## config.mk

```make
export PLATFORM = sky130hd
export DESIGN_NAME = apb_pwm_mc
export DESIGN_NICKNAME = d
export VERILOG_FILES = /design/src/rtl/apb_pwm_mc.sv
export SDC_FILE = /design/constraint.sdc
export NUM_CORES = 1
export LEC_CHECK = 0
export ABC_AREA = 1
export BUFFER_PORTS_ARGS = -buffer_cell sky130_fd_sc_hd__clkbuf_2
export CAP_MARGIN = 20
export CORE_ASPECT_RATIO = 2
export CORE_MARGIN = 5
export CORE_UTILIZATION = 60
export DETAILED_ROUTE_END_ITERATION = 8
export PLACE_DENSITY = 0.82
export SLEW_MARGIN = 0
export SYNTH_ARGS = -nofsm -noshare
export SYNTH_HDL_FRONTEND = slang
export SYNTH_SLANG_ARGS = --single-unit
```

## constraint.sdc

```tcl
create_clock -name apb_pclk -period 4.32 [get_ports apb_pclk]
set_input_delay 0.216 -clock apb_pclk [delete_from_list [all_inputs] [get_ports apb_pclk]]
set_output_delay 0.216 -clock apb_pclk [all_outputs]
set_load 0.01 [all_outputs]
```

## src/rtl/apb_pwm_mc.sv

```systemverilog
// ---------------------------------------------------------------------------
// apb_pwm_mc - multi-channel APB PWM generator
//
// Each channel has a free-running counter. PERIOD and COMP are shadow
// registers. The counter uses active copies of them, and those copies are
// reloaded only at a period boundary (or on every cycle while the channel
// is disabled), so duty updates never produce runt pulses. Each channel
// runs edge-aligned (saw-tooth) or center-aligned (triangle).
//
// Optional build macro: PWM_MC_IRQ_EN adds INT_STAT/INT_EN and a registered
// interrupt. Without the macro, 0xF0/0xF4 read 0 and pwm_irq is tied 0.
//
// Parameters:
//   NUM_CH       number of channels (1..8)
//   CNT_W        counter / PERIOD / COMP width (2..32)
// Ports:
//   apb_pclk     clock
//   apb_prstn    asynchronous active-low reset
//   apb_psel, apb_penable, apb_pwrite, apb_paddr[31:0], apb_pwdata[31:0]
//                APB slave inputs (only paddr[7:0] is decoded)
//   apb_prdata   combinational read data, 0 outside a read strobe
//   pwm_out      registered PWM outputs, bit n = channel n
//   pwm_irq      level interrupt (0 unless PWM_MC_IRQ_EN is defined)
//
// Register map (channel n at n*0x10):
//   +0x0 PERIOD (shadow)  +0x4 COMP (shadow)
//   +0x8 CTRL {CENTER, POL, EN}  +0xC CNT (read-only live counter)
//   0xF0 INT_STAT (W1C)  0xF4 INT_EN
// ---------------------------------------------------------------------------
module apb_pwm_mc #(
  parameter int NUM_CH = 4,
  parameter int CNT_W  = 16
) (
  input  logic              apb_pclk,
  input  logic              apb_prstn,
  input  logic              apb_psel,
  input  logic              apb_penable,
  input  logic              apb_pwrite,
  input  logic [31:0]       apb_paddr,
  input  logic [31:0]       apb_pwdata,
  output logic [31:0]       apb_prdata,
  output logic [NUM_CH-1:0] pwm_out,
  output logic              pwm_irq
);

  typedef enum logic {DIR_UP = 1'b0, DIR_DOWN = 1'b1} dir_t;

  localparam logic [CNT_W-1:0] C_ONE = CNT_W'(1);

  // APB handshake: the slave never stalls (PREADY is implicitly 1). An access
  // completes in the single cycle where psel & penable are both high; pwrite
  // in that cycle selects a write (pwdata captured at the clock edge) or a
  // read (prdata driven combinationally in that same cycle).
  logic       w_wr;
  logic       w_rd;
  logic [7:0] w_addr;

  assign w_wr   = apb_psel & apb_penable & apb_pwrite;
  assign w_rd   = apb_psel & apb_penable & ~apb_pwrite;
  assign w_addr = apb_paddr[7:0];

  logic [NUM_CH-1:0]       w_bnd;     // per-channel period-boundary pulse
  logic [NUM_CH-1:0][31:0] w_rd_ch;   // per-channel read contribution
  logic [31:0]             w_rd_glb;  // global register read contribution
  logic [31:0]             w_rd_mux;

  for (genvar n = 0; n < NUM_CH; n++) begin : g_ch
    logic [CNT_W-1:0] r_shd_p;
    logic [CNT_W-1:0] r_shd_c;
    logic [CNT_W-1:0] r_act_p;
    logic [CNT_W-1:0] r_act_c;
    logic [CNT_W-1:0] r_cnt;
    logic [2:0]       r_ctrl;
    dir_t             r_dir;
    logic             r_pwm;

    logic             w_sel;
    logic             w_wr_p;
    logic             w_wr_c;
    logic             w_wr_ctrl;
    logic             w_en;
    logic             w_pol;
    logic             w_ctr;
    logic             w_ctr_flip;
    logic [CNT_W-1:0] w_cnt_nxt;
    dir_t             w_dir_nxt;
    logic             w_load;
    logic             w_bnd_ch;
    logic [31:0]      w_rd_loc;

    assign w_sel      = (w_addr[7:4] == 4'(n)) && (w_addr[1:0] == 2'b00);
    assign w_wr_p     = w_wr & w_sel & (w_addr[3:2] == 2'd0);
    assign w_wr_c     = w_wr & w_sel & (w_addr[3:2] == 2'd1);
    assign w_wr_ctrl  = w_wr & w_sel & (w_addr[3:2] == 2'd2);
    assign w_en       = r_ctrl[0];
    assign w_pol      = r_ctrl[1];
    assign w_ctr      = r_ctrl[2];
    // Switching between edge and center mode mid-period restarts the count.
    assign w_ctr_flip = w_wr_ctrl & (apb_pwdata[2] != w_ctr);

    // Counter / direction next-state
    always_comb begin
      w_cnt_nxt = r_cnt;
      w_dir_nxt = r_dir;
      w_load    = 1'b0;
      w_bnd_ch  = 1'b0;
      if (!w_en) begin
        // Disabled: hold at 0 and keep the active copies tracking the shadows
        // so that enabling starts with fresh values.
        w_cnt_nxt = '0;
        w_dir_nxt = DIR_UP;
        w_load    = 1'b1;
      end else if (r_act_p == '0) begin
        w_cnt_nxt = '0;
        w_dir_nxt = DIR_UP;
      end else if (!w_ctr) begin
        w_dir_nxt = DIR_UP;
        if (r_cnt >= r_act_p - C_ONE) begin
          w_cnt_nxt = '0;
          w_load    = 1'b1;
          w_bnd_ch  = 1'b1;
        end else begin
          w_cnt_nxt = r_cnt + C_ONE;
        end
      end else if (r_dir == DIR_UP) begin
        if (r_cnt >= r_act_p) begin
          if (r_act_p == C_ONE) begin
            // Degenerate triangle 0,1,0,1: the peak is also the boundary.
            w_cnt_nxt = '0;
            w_load    = 1'b1;
            w_bnd_ch  = 1'b1;
          end else begin
            w_cnt_nxt = r_act_p - C_ONE;
            w_dir_nxt = DIR_DOWN;
          end
        end else begin
          w_cnt_nxt = r_cnt + C_ONE;
        end
      end else begin
        if (r_cnt <= C_ONE) begin
          w_cnt_nxt = '0;
          w_dir_nxt = DIR_UP;
          w_load    = 1'b1;
          w_bnd_ch  = 1'b1;
        end else begin
          w_cnt_nxt = r_cnt - C_ONE;
        end
      end
      if (w_ctr_flip) begin
        w_cnt_nxt = '0;
        w_dir_nxt = DIR_UP;
      end
    end

    always_ff @(posedge apb_pclk or negedge apb_prstn) begin
      if (!apb_prstn) begin
        r_shd_p <= '0;
        r_shd_c <= '0;
        r_act_p <= '0;
        r_act_c <= '0;
        r_cnt   <= '0;
        r_ctrl  <= '0;
        r_dir   <= DIR_UP;
        r_pwm   <= 1'b0;
      end else begin
        if (w_wr_p)    r_shd_p <= apb_pwdata[CNT_W-1:0];
        if (w_wr_c)    r_shd_c <= apb_pwdata[CNT_W-1:0];
        if (w_wr_ctrl) r_ctrl  <= apb_pwdata[2:0];
        // Loads use the pre-write shadow, so a write landing on a boundary
        // cycle only takes effect at the following boundary.
        if (w_load) begin
          r_act_p <= r_shd_p;
          r_act_c <= r_shd_c;
        end
        r_cnt <= w_cnt_nxt;
        r_dir <= w_dir_nxt;
        r_pwm <= (w_en && (r_act_p != '0)) ? ((r_cnt < r_act_c) ^ w_pol) : w_pol;
      end
    end

    always_comb begin
      w_rd_loc = '0;
      if (w_sel) begin
        case (w_addr[3:2])
          2'd0:    w_rd_loc[CNT_W-1:0] = r_shd_p;
          2'd1:    w_rd_loc[CNT_W-1:0] = r_shd_c;
          2'd2:    w_rd_loc[2:0]       = r_ctrl;
          default: w_rd_loc[CNT_W-1:0] = r_cnt;
        endcase
      end
    end

    assign w_bnd[n]   = w_bnd_ch;
    assign w_rd_ch[n] = w_rd_loc;
    assign pwm_out[n] = r_pwm;
  end

`ifdef PWM_MC_IRQ_EN
  logic [NUM_CH-1:0] r_int_stat;
  logic [NUM_CH-1:0] r_int_en;
  logic              r_irq;
  logic              w_wr_stat;
  logic              w_wr_ien;

  assign w_wr_stat = w_wr & (w_addr == 8'hF0);
  assign w_wr_ien  = w_wr & (w_addr == 8'hF4);

  always_ff @(posedge apb_pclk or negedge apb_prstn) begin
    if (!apb_prstn) begin
      r_int_stat <= '0;
      r_int_en   <= '0;
      r_irq      <= 1'b0;
    end else begin
      // OR-ing the new events after the clear makes a same-cycle set win.
      r_int_stat <= (r_int_stat & ~(w_wr_stat ? apb_pwdata[NUM_CH-1:0] : '0)) | w_bnd;
      if (w_wr_ien) r_int_en <= apb_pwdata[NUM_CH-1:0];
      r_irq <= |(r_int_stat & r_int_en);
    end
  end

  always_comb begin
    w_rd_glb = '0;
    if (w_addr == 8'hF0) w_rd_glb[NUM_CH-1:0] = r_int_stat;
    if (w_addr == 8'hF4) w_rd_glb[NUM_CH-1:0] = r_int_en;
  end

  assign pwm_irq = r_irq;
`else
  assign w_rd_glb = '0;
  assign pwm_irq  = 1'b0;
`endif

  always_comb begin
    w_rd_mux = w_rd_glb;
    for (int i = 0; i < NUM_CH; i++) w_rd_mux = w_rd_mux | w_rd_ch[i];
  end

  assign apb_prdata = w_rd ? w_rd_mux : 32'h0;

  // Deliberately ignored inputs/bits gathered in one place.
  logic w_unused;
  assign w_unused = &{1'b0, apb_paddr[31:8], apb_pwdata, w_bnd};

endmodule

```

# [After elaboration in Yosys (flattened, before gate mapping)]
# Index checks and enable logic that the tools add are counted.
[word_totals] elab_cells=240 register_bits=340 input_bits=69
[classes] order_cmp=16 n_reduce_logical=19 n_addsub=12 mux=117 n_eq_ne=13 bitwise_logic=31
[op_table] operator="16-bit 2-to-1 mux" n=41
[op_table] operator="13-bit case mux with 3 select lines" n=4
[op_table] operator="16-bit greater-or-equal comparator" n=8
[op_table] operator="16-bit by 1-bit subtractor with 16-bit output, second input constant" n=8
[op_table] operator="1-bit 2-to-1 mux" n=68
[op_table] operator="16-bit by 1-bit adder with 16-bit output, second input constant" n=4
[op_table] operator="16-bit by 1-bit equality test with 1-bit output, second input constant" n=4
[op_table] operator="16-bit by 1-bit less-or-equal comparator with 1-bit output, second input constant" n=4
[op_table] operator="16-bit logical NOT" n=4
[op_table] operator="16-bit less-than comparator" n=4
[op_table] operator="16-bit nonzero test" n=4
[op_table] operator="16-bit bitwise OR" n=3
[op_table] operator="3-bit case mux with 3 select lines" n=4
[op_table] operator="1-bit AND" n=23
[op_table] operator="4-bit by 2-bit equality test with 1-bit output, second input constant" n=2
[op_table] operator="1-bit logical AND" n=8
[op_table] operator="4-bit by 1-bit equality test with 1-bit output, second input constant" n=1
[op_table] operator="2-bit logical NOT" n=2
[op_table] operator="4-bit logical NOT" n=1
[op_table] operator="1-bit != test" n=4
[op_table] operator="1-bit XOR" n=4
[op_table] operator="2-bit by 1-bit equality test with 1-bit output, second input constant" n=1
[op_table] operator="2-bit equality test, second input constant" n=1
[op_table] operator="1-bit NOT" n=1

# [Logic depth before layout (Yosys ltp)]
[depth] depth_word=8 mapped_depth=21 depth_no_buf=20

# [Least setup slack after synthesis]
# No wires, ideal clock.
[synth_path] path_kind="register to register" start="register g_ch[3].r_act_p[0]" end="register g_ch[3].r_act_p[12]" n_path_buf=1 setup_ps=117 stages_incl_launch_ff=20 path_slack_ps=1449 synth_period_minus_slack_ps=2871 arrival_time_ps=2755 path_cell_list="dfrtp_1 > inv_1 > ha_1 > nand3_1 > nor2_1 > nand2_1 > nor2_1 > xor2_1 > inv_1 > ha_1 > nand2_1 > nor4_1 > nand2_1 > nand3_1 > nand2_1 > nand2_2 > nand2_4 > buf_4 > nand3_1 > nand2_1"
[synth_between] elab_chain_len=7 word_cells_on_any_way=12 cone_classes="1 x add/sub; 2 x order compare; 1 x eq/ne; 7 x mux; 1 x reduce/logical"
[synth_rtl] item="from (decl)" line="70" rtl="logic [CNT_W-1:0] r_act_p;"
[synth_rtl] item="from (signal assigned)" line="172" rtl="r_act_p <= r_shd_p;"
[synth_rtl] item="parallel branches: the longest is 5 deep, another holds 16-bit by 1-bit subtractor with 16-bit output"
[synth_rtl] item="1-bit 2-to-1 mux (*)" line="113" rtl="end else if (r_act_p == '0) begin"
[synth_rtl] item="1-bit 2-to-1 mux (*)" line="107" rtl="if (!w_en) begin"
# Every way passes the cells marked *.
# A chain may end at the register's enable or synchronous reset.

# [Worst setup path after layout]
[layout_path] start="register g_ch[3].r_act_p[0]" end="register g_ch[3].r_act_p[6]"
# Same word-level chain as after synthesis.

==> key figures <==
Worst setup path
  • Stages on the worst setup path: 19
  • Worst Reg-to-Reg Cells: 19
  • Critical-path cell list: inv_1, ha_1, nand3_1, nor2_1, nand2_1, nor2_1, xor2_1, inv_1, ha_1, nand2_1, nor4_1, nand2_1, nand3_1, nand2_1, nand2_2, nand2_4, nand2_8, nand2_1, nand2_1
  • Flop-to-flop setup slack: ~600 ps
  • Crit-path max FO: 33
  • Most frequent CP cell: nand2_1
  • Largest delay contributor family on the critical path: simple AND/OR/NAND/NOR gates
  • Required @ worst endpoint: ~5000 ps
  • WP data arrival: around 4300 ps
  • Startpoint types: flip-flop
  • Critical Path Sink Type: flip-flop
  • RR Endpoint: g_ch[3].r_act_p[6]
  • Worst Path Buf+Inv: 2
  • Critical path's slowest cell: dfrtp_1
  • Critical path origin: g_ch[3].r_act_p[0]
  • CP max stage delay: between 400 and 500 ps
  • Critical Setup Path Class: flip-flop to flip-flop
  • Crit path capture: g_ch[3].r_act_p[6]
  • Crit Reg-Reg Startpoint: g_ch[3].r_act_p[0]

Die
  • Core ar.: 0.0416 mm²
  • Starting Density: 0.603
  • Std cell rows: about 110
  • Die area: between 0.04 and 0.05 mm²
  • I/O pins: between 100 and 150
  • Die X-Extent: approximately 150 µm
  • Die height: about 300 µm

CTS
  • Clock Root Buffer: clkbuf_16
  • Number of sinks on the clock net: between 300 and 400
  • Clock Tree Buf Depth: 3
  • Setup Buffers After CTS: 0
  • Clock slew at reported path FFs: approximately 70 ps
  • Worst skew pair latency: 610 ps
  • Gates resized, CTS repair: 0
  • CTS Hold Bufs: 3
  • TritonCTS clock tree: yes
  • Cts bufs inserted: 31
  • H-tree depth: 1

STA
  • RSZ-0062 raised after global routing: no
  • Setup ws final: 601 ps
  • Clock skew: 26.9 ps
  • Worst slew margin: 0.301
  • Final Setup Violations: 0
  • Slew Limit Fails: 0
  • Worst slew pin tran: roughly 1000 ps
  • Fmax: around 270 MHz
  • Period utilisation layout: 0.861
  • TNS Setup: 0 ps
  • Count of final hold-check violations: 0
  • Minimum clock period: roughly 3700 ps

Synthesis
  • Synth Cell Area: approximately 0.025 mm²
  • Synth warn: 0
  • Mean Syn Cell Area: just over 7 µm²
  • Yosys cell types: 54
  • Number of synthesized register bits: 340
  • Post-Synthesis Cells: 3501
  • Sequential fraction of the synthesis area: 0.339

Power
  • Net load switching power: 4.43 mW
  • Flop pwr share: 0.334
  • Total power: between 10 and 15 mW
  • Peak supply drop: 362 µV
  • Power per Cell Area: 399 mW/mm²
  • LEAKAGE: between 10 and 15 nW
  • Pint: 6.20 mW
  • Sw Share: 0.417
  • Clk pwr share: 0.281
  • Logic pwr share: 0.385

Outcome
  • Status: complete, no violations

Final layout
  • N_diodes: 0
  • Non-Filler Instances: 4037
  • P&R area growth vs syn: 6.21%
  • Fillers: approximately 3800
  • Finished Core Util: 0.640
  • Nets: 3750
  • Share of layout cells above drive strength 1: 0.0595

Job
  • Maxcap violations: 0

Drt
  • Routed vias: approximately 25000
  • Drt first-iter violations: about 2100
  • Number of routed nets with antenna violations: 0
  • DRC: 0
  • Pre-antenna DRT Iters: 6
  • DR WL/cell: around 20 µm
  • Post-Route WL: ~82 mm
  • DR vias/cell: 6.12

Global route
  • Vias in the first global route: 24196
  • Initial antenna violation count: 0
  • GRT Util Overall: 0.349
  • Congestion Overflow GR: 0
  • Largest net degree at the start of global routing: roughly 130
  • First-pass GRT wire length: around 130 mm

Placement
  • Port Buf Inserts: 48
  • Placed instance count: a little under 4000
  • Setup WS pre-CTS: 634 ps
  • Placer Congestion: 0.994
  • DP Wirelength: between 60 and 70 mm

Worst hold path
  • Min-delay worst type: input pin to flip-flop
==> registers in the layout (all words and copies together), names as in the netlist <==
signal / cells
g_ch.r_act_p: 64
g_ch.r_dir: 4
g_ch.r_ctrl: 12
g_ch.r_shd_c: 64
g_ch.r_pwm: 4
g_ch.r_shd_p: 64
g_ch.r_cnt: 64
g_ch.r_act_c: 64
==> synthesized netlist by cell type, drive strengths merged <==
cell type / count / area [µm²]
nand3b: 4 / 30.0
a21oi: 221 / 1120
o21ai: 314 / 1570
nand2: 1003 / 3840
o31ai: 1 / 7.51
nor4: 16 / 140
a22oi: 8 / 60.1
a211oi: 1 / 7.51
buf: 92 / 599
nand3: 263 / 1320
xor2: 100 / 876
clkbuf: 79 / 298
nor2: 240 / 936
o21a: 24 / 180
a41oi: 10 / 87.6
o211ai: 39 / 293
o2111ai: 15 / 131
xnor2: 7 / 61.3
o221ai: 4 / 35.0
inv: 331 / 1240
conb: 1 / 3.75
nand4: 38 / 250
nor3: 57 / 317
o22ai: 11 / 68.8
o21bai: 25 / 188
a221o: 2 / 20.0
dfrtp: 340 / 8510
nor3b: 4 / 30.0
or2: 14 / 87.6
a31oi: 19 / 119
o211a: 1 / 10.0
a22o: 5 / 43.8
ha: 208 / 2600
or3: 1 / 6.26
clkinv: 3 / 11.3
==> placed cells by master, fill, tap and decap left out, types with 10 or more instances in the layout <==
master     synthesis  final
o2111ai_1         15     15
o21ai_1           10     10
o22ai_1           11     11
a21oi_1          218    218
nor3_1            52     52
o21ai_0          304    304
clkbuf_2           1     47
a41oi_1           10     10
nor2_1           226    226
nor2_2            14     14
o21bai_1          25     25
or2_2             13     13
dfrtp_1          340    340
conb_1             1     17
inv_1            325    325
nand2_1          990    990
nor4_1            11     11
clkbuf_16          0     31
o211ai_1          39     39
nand4_1           36     36
ha_1             208    208
buf_4             24     40
o21a_1            24     24
nand3_1          262    262
a31oi_1           19     19
xor2_1           100    100
==> worst min-delay path by stage <==
stage | start | to | slack, ps | cells past startpoint
finish | apb_pwdata[3] | g_ch[1].r_shd_c[3] | 80 | 3
global route | apb_pwdata[2] | g_ch[2].r_ctrl[2] | 80 | 3
CTS | apb_pwdata[2] | g_ch[2].r_ctrl[2] | 60 | 3
detailed placement | apb_prstn | g_ch[2].r_cnt[11] | 300 | 1
global placement | apb_prstn | g_ch[2].r_cnt[13] | 290 | 1
floorplan | apb_prstn | g_ch[0].r_act_c[0] | -80 | 0
==> power groups by stage <==
stage | combinational, mW | clock [mW] | sequential (mW)
global placement | 3.91 | 0 | 3.60
CTS | 4.01 | 2.99 | 3.54
detailed placement | 3.98 | 0 | 3.60
global route | 4.53 | 3.12 | 3.56
floorplan | 2.97 | 0 | 3.48
finish | 4.09 | 2.99 | 3.55
==> cells by family after synthesis <==
kind of cell / after synthesis / share of synthesized area
other: 1 / 0.000149
flip-flops: 340 / 0.339
buffers and inverters: 505 / 0.0857
AO/OA/AOI/OAI: 700 / 0.157
adder cells (fa/ha/maj): 208 / 0.104
XOR/XNOR: 107 / 0.0373
AND/OR/NAND/NOR: 1640 / 0.277
==> per-stage QoR <==
step / cell area, µm² / hold WS (ps)
floorplan: 25200 / -79.6
global placement: 25500 / 286
detailed placement: 25500 / 295
CTS: 26600 / 62.3
global route: 26700 / 77.5
finish: 26700 / 80.7
==> tightest hold or removal path, cell delays in order <==
cell and delay (ps):
clkbuf_2 100, inv_1 150, o21ai_1 170
==> final cells by class <==
| class | instances | area [µm²] | share of cell area |
|---|---|---|---|
| timing repair buffer | 94 | 636 | 0.0238 |
| multi-input combinational | 2672 | 14500 | 0.545 |
| clock buffer | 38 | 852 | 0.0320 |
| inverter | 334 | 1250 | 0.0470 |
| clock inverter | 19 | 214 | 0.00803 |
| tap | 540 | 676 | 0.0253 |
| sequential | 340 | 8510 | 0.319 |
==> metal layers <==
layer,share of wire,global-route usage,vias to the layer above
met1,0.34,0.372,11571
li1,-,-,11511
met3,0.068,0.0546,455
met5,0,0,-
met2,0.48,0.590,1179
met4,0.11,0.307,0
Power figures use the tool's default switching activity.
